### src/rtl/pdcch_pkg.sv
// pdcch_pkg: shared constants and state type for the PDCCH Gold sequence generator
package pdcch_pkg;
  localparam int NC = 1600;
  localparam logic [30:0] X1_RST = 31'h0;
  localparam logic [30:0] X2_RST = 31'h0;
  localparam logic [30:0] X1_INIT = 31'h1;
  localparam logic [30:0] X1_TAPS = 31'h0000_0009;
  localparam logic [30:0] X2_TAPS = 31'h0000_000f;
  typedef enum logic [1:0] {IDLE, WARMUP, RUN} gold_state_e;
endpackage

### src/rtl/pdcch_gold_lfsr_adv.sv
// pdcch_gold_lfsr_adv: advances a 31-bit Fibonacci LFSR by STEPS steps in one cycle
// State bit i holds x(n+i); the feedback bit x(n+31) is the parity of the tapped bits.
module pdcch_gold_lfsr_adv #(
  parameter int STEPS = 8,
  parameter logic [30:0] TAPS = 31'h9
) (
  input  logic [30:0] state_i,
  output logic [30:0] state_o
);
  always_comb begin
    logic [30:0] s;
    s = state_i;
    for (int i = 0; i < STEPS; i++) s = {^(s & TAPS), s[30:1]};
    state_o = s;
  end
endmodule

### src/rtl/pdcch_gold_seq_gen.sv
// pdcch_gold_seq_gen: 38.211 Gold sequence generator emitting OUT_W bits per AXI-Stream beat
// Bit 0 of each LFSR is x(n+Nc) once warm, so output bit k is simply x1[k]^x2[k].
module pdcch_gold_seq_gen
  import pdcch_pkg::*;
#(
  parameter int OUT_W = 8,
  parameter int LEN_W = 16
) (
  input  logic             clk,
  input  logic             reset,
  input  logic             s_axis_valid,
  input  logic [30:0]      s_axis_cinit,
  input  logic [LEN_W-1:0] s_axis_len,
  output logic             s_axis_ready,
  output logic [OUT_W-1:0] m_axis_data,
  output logic             m_axis_valid,
  output logic             m_axis_last,
  input  logic             m_axis_ready
);
  localparam int SH = $clog2(OUT_W);
  localparam int WARM = NC / OUT_W;
  gold_state_e state_q, state_d;
  logic [30:0] x1_q, x1_d, x2_q, x2_d, x1_nx, x2_nx;
  logic [10:0] wcnt_q, wcnt_d;
  logic [LEN_W:0] beats_q, beats_d, beats_in;
  logic [LEN_W-1:0] rem;
  logic [OUT_W-1:0] mask_q, mask_d, mask_in;
  pdcch_gold_lfsr_adv #(.STEPS(OUT_W), .TAPS(X1_TAPS)) u_x1 (.state_i(x1_q), .state_o(x1_nx));
  pdcch_gold_lfsr_adv #(.STEPS(OUT_W), .TAPS(X2_TAPS)) u_x2 (.state_i(x2_q), .state_o(x2_nx));
  // one extra bit keeps ceil(len/OUT_W) exact for len near 2^LEN_W-1
  assign beats_in = ({1'b0, s_axis_len} + (LEN_W+1)'(OUT_W - 1)) >> SH;
  assign rem = s_axis_len & LEN_W'(OUT_W - 1);
  assign mask_in = (rem == '0) ? '1 : ~({OUT_W{1'b1}} << rem);
  assign s_axis_ready = state_q == IDLE;
  assign m_axis_valid = state_q == RUN;
  assign m_axis_last = m_axis_valid && beats_q == (LEN_W+1)'(1);
  assign m_axis_data = m_axis_valid ? (x1_q[OUT_W-1:0] ^ x2_q[OUT_W-1:0]) & (m_axis_last ? mask_q : '1) : '0;
  always_comb begin
    state_d = state_q;
    x1_d = x1_q;
    x2_d = x2_q;
    wcnt_d = wcnt_q;
    beats_d = beats_q;
    mask_d = mask_q;
    case (state_q)
      IDLE: if (s_axis_valid && s_axis_len != '0) begin
        state_d = WARMUP;
        x1_d = X1_INIT;
        x2_d = s_axis_cinit;
        wcnt_d = '0;
        beats_d = beats_in;
        mask_d = mask_in;
      end
      WARMUP: begin
        x1_d = x1_nx;
        x2_d = x2_nx;
        wcnt_d = wcnt_q + 11'd1;
        state_d = (wcnt_q == 11'(WARM - 1)) ? RUN : WARMUP;
      end
      RUN: if (m_axis_ready) begin
        x1_d = x1_nx;
        x2_d = x2_nx;
        beats_d = beats_q - (LEN_W+1)'(1);
        state_d = m_axis_last ? IDLE : RUN;
      end
      default: state_d = IDLE;
    endcase
  end
  always_ff @(posedge clk or posedge reset) begin
    if (reset) begin
      state_q <= IDLE;
      x1_q <= X1_RST;
      x2_q <= X2_RST;
      wcnt_q <= '0;
      beats_q <= '0;
      mask_q <= '0;
    end else begin
      state_q <= state_d;
      x1_q <= x1_d;
      x2_q <= x2_d;
      wcnt_q <= wcnt_d;
      beats_q <= beats_d;
      mask_q <= mask_d;
    end
  end
endmodule

### config.mk
export PLATFORM = sky130hd
export DESIGN_NAME = pdcch_gold_seq_gen
export DESIGN_NICKNAME = d
export VERILOG_FILES = /design/src/rtl/pdcch_pkg.sv /design/src/rtl/pdcch_gold_lfsr_adv.sv /design/src/rtl/pdcch_gold_seq_gen.sv
export SDC_FILE = /design/constraint.sdc
export NUM_CORES = 1
export LEC_CHECK = 0
export CAP_MARGIN = 20
export CORE_ASPECT_RATIO = 1.2
export CORE_MARGIN = 2
export CORE_UTILIZATION = 55
export CTS_CLUSTER_SIZE = 24
export DETAILED_ROUTE_END_ITERATION = 6
export PLACE_DENSITY_LB_ADDON = 0.3
export SETUP_SLACK_MARGIN = 0.2
export SKIP_LAST_GASP = 1
export SLEW_MARGIN = 5
export SYNTH_ARGS = -nofsm -noshare
export SYNTH_HDL_FRONTEND = slang
export SYNTH_HIERARCHICAL = 1
export SYNTH_SLANG_ARGS = --single-unit
### constraint.sdc
create_clock -name clk -period 6.7 [get_ports clk]
set_input_delay 1.34 -clock clk [delete_from_list [all_inputs] [get_ports clk]]
set_output_delay 1.34 -clock clk [all_outputs]
set_load 0.01 [all_outputs]
==> reports/results.md <==
### Outcome
- **run status** complete, no violations

### Yosys
- **Synth Net Count** 741
- **number of enable flip-flop cells after synthesis** 0
- **Area contributors post-synth** sky130_fd_sc_hd__dfrtp_1 (41%), sky130_fd_sc_hd__nand2_1 (7.7%), sky130_fd_sc_hd__buf_4 (5.7%)
- **Synth cell types** 68
- **Synth Register Bits** 100
- **share of the synthesized area in the top cell type** 41.3%
- **mean instance size in the synthesized netlist** 8.89 µm²
- **Mapped Cells** 681
- **Async S/R FF share, synth** 100%
- **mapped cell area** 6050 µm²
- **dominant synthesized flop cell** sky130_fd_sc_hd__dfrtp_1
- **largest area contributor in the synthesized netlist** sky130_fd_sc_hd__dfrtp_1
- **most used standard cell by instance count after synthesis** sky130_fd_sc_hd__nand2_1
- **count of yosys warnings during synthesis** 6
- **Synth top cells by count** sky130_fd_sc_hd__nand2_1 (124), sky130_fd_sc_hd__dfrtp_1 (100), sky130_fd_sc_hd__o21ai_1 (51)
- **proportion of synthesized chip area in sequential cells** 41.3%

### Clock tree
- **Max Root-Sink Buffers** 2
- **count of clock tree sinks** 100
- **worst skew pair latency** 0.35 ns
- **CTS H-Tree Depth** 3
- **Clock Root Buffer** sky130_fd_sc_hd__clkbuf_16
- **CTS tree** yes
- **Inserted Clock Buffers** 9
- **post-CTS setup buffer count** 0
- **Post-CTS Hold Buffers** 0
- **CTS resizes** 0
- **clock-pin transition on the worst setup and hold timing paths** 0.07 ns

### Detailed routing
- **Iter 0 DRT Violations** 215
- **final routed wirelength across all metal layers** 13.5 mm
- **routed wire length per instance** 16.7 µm
- **post-route ant nets** 0
- **DR vias** 4,753
- **number of remaining DRC errors** 0
- **routed vias/inst** 5.87
- **1st-pass router iterations** 4

### Floorplanning
- **die area** 11,900 µm²
- **Die Y-Extent** 119 µm
- **I/O pin count** 62
- **area inside the core boundary** 10,600 µm²
- **effective utilization at floorplan** 57.0%
- **width of the die** 99.8 µm
- **row count** 41

### STA
- **Slew @ Worst Pin** 1.02 ns
- **tightest hold margin** 0.471 ns
- **total negative slack for setup checks** 0 ns
- **setup-violating endpoint count in the final report** 0
- **hold violation total from the final report** 0
- **maximum operating frequency** 217 MHz
- **setup skew after layout** 0.00722 ns
- **minimum clock period after layout** 4.61 ns
- **RSZ-0062 raised after global routing** false
- **number of max-slew violations in the final report** 0
- **Worst slew margin** 31.7%
- **ratio of final minimum period to clock period** 68.8%

### Setup path
- **Worst Setup Start Kind** flip-flop
- **Worst path top cell family by delay** buffers and inverters
- **largest fanout of any net on the critical path** 23
- **CP arrival** 3.27 ns
- **critical path endpoint category** output port
- **slowest stage cell on the critical path** sky130_fd_sc_hd__clkinv_1
- **class of the most critical setup path** flip-flop to output port
- **R2R setup slack** 2.84 ns
- **cells along the critical path** inv_1 -> ha_1 -> clkinv_1 -> nor3_1 -> clkdlybuf4s50_1
- **CP required** 5.36 ns
- **Crit path largest cell delay** 0.79 ns
- **Buf+Inv Stages, Crit Path** 3

### Layout
- **area growth from synthesis to layout** 9.63%
- **# diodes** 0
- **final layout net count** 736
- **share of cells above drive strength 1** 5.87%
- **Final Non-Filler Cells** 810

### Flow run
- **Max-cap violations** 0

### Pwr
- **Internal Power** 1600 µW
- **clock share of power** 20.5%
- **Switching Fraction** 39.9%
- **PD cells** 402 nW/µm²
- **part of the total power dissipated in sequential elements** 39.9%
- **Gate power share** 39.6%
- **NetSw** 1060 µW
- **Leakage Power** 0.00284 µW
- **largest voltage drop on the vdd net** 0.000230 V

### Worst hold path
- **worst min-delay path category** flip-flop to flip-flop

### Global routing
- **largest net degree at the start of global routing** 63
- **initial antenna violation count** 0
- **GR Overflow Total** 0
- **vias in the first global route** 4,550
- **wire length of the first global-routing pass** 22.4 mm
- **overall global routing resource usage** 23.5%

### Place
- **number of cells in the design after placement** 794
- **global placer's final weighted congestion** 0.931
- **half-perimeter wire length after detailed placement** 9.70 mm
- **Port Buf Inserts** 61

## registers in the layout, indices dropped and copies added, names as in the netlist
register  flops
wcnt_q       11
state_q       2
x2_q         31
x1_q         31
beats_q      17
mask_q        8
## cell families after synthesis
logic type / synth area share [%]
AO/OA/AOI/OAI: 15.5
XOR/XNOR: 6.74
adder cells (fa/ha/maj): 1.86
buffers and inverters: 9.55
flip-flops: 41.3
multiplexers: 5.64
AND/OR/NAND/NOR: 19.4
## worst paths after layout
path                                 start             end  depth (start not counted)
worst max-delay path            state_q[0]  m_axis_data[4]                          5
worst min-delay path             mask_q[0]       mask_q[0]                          1
worst max register to register  state_q[0]        x2_q[29]                          7
worst min register to register   mask_q[0]       mask_q[0]                          1
max in group asynchronous            reset       mask_q[6]                          3
min in group asynchronous            reset      beats_q[8]                          2
## layout by cell type, fill, tap and decap left out, types with 5 or more instances in the layout
master,n
sky130_fd_sc_hd__o21ai_0,38
sky130_fd_sc_hd__nand4_1,5
sky130_fd_sc_hd__nand2_1,124
sky130_fd_sc_hd__nand3_1,19
sky130_fd_sc_hd__a31oi_1,7
sky130_fd_sc_hd__inv_1,10
sky130_fd_sc_hd__and3_1,5
sky130_fd_sc_hd__nor2_1,35
sky130_fd_sc_hd__a21oi_1,15
sky130_fd_sc_hd__clkdlybuf4s50_1,61
sky130_fd_sc_hd__clkbuf_16,9
sky130_fd_sc_hd__dfrtp_1,100
sky130_fd_sc_hd__o21ai_1,51
sky130_fd_sc_hd__ha_1,8
sky130_fd_sc_hd__nor4_1,6
sky130_fd_sc_hd__xnor2_1,22
sky130_fd_sc_hd__o211ai_1,5
sky130_fd_sc_hd__nor3_1,19
sky130_fd_sc_hd__mux2i_1,33
sky130_fd_sc_hd__xor2_1,19
sky130_fd_sc_hd__nor2b_1,5
## area by class of cell
type | count | area [µm²]
tap | 129 | 161
clock buffer | 10 | 239
clock inverter | 6 | 68.8
multi-input combinational | 488 | 2980
sequential | 100 | 2500
fill | 887 | 3980
timing repair buffer | 65 | 641
inverter | 12 | 47.5
## stage by stage
stage          cell area, µm²  utilization (%)  setup WS, ns  total power (µW)
6_report                 6640             62.5          2.09              2670
2_1_floorplan            6050                -          2.74              1990
3_3_place_gp             6330             59.6          2.54              2080
5_1_grt                  6640             62.5          1.92              2860
4_1_cts                  6640             62.5          2.16              2670
3_5_place_dp             6330             59.6          2.43              2120
## metal layers
layer,share of wire [%],track usage (%),up-vias
met2,49,37.3,140
met1,44,32.6,2270
met3,4.7,2.70,23
met5,0,0,-
met4,2.5,10.1,0
li1,-,-,2320
## power by group through the flow
stage	sequential, µW	combinational, µW	clock [µW]
floorplan	1010	985	0
finish	1060	1060	546
global placement	1050	1020	0
CTS	1060	1060	551
detailed placement	1070	1060	0
global route	1090	1190	578
Note: power is estimated with default switching activity, not from simulation.
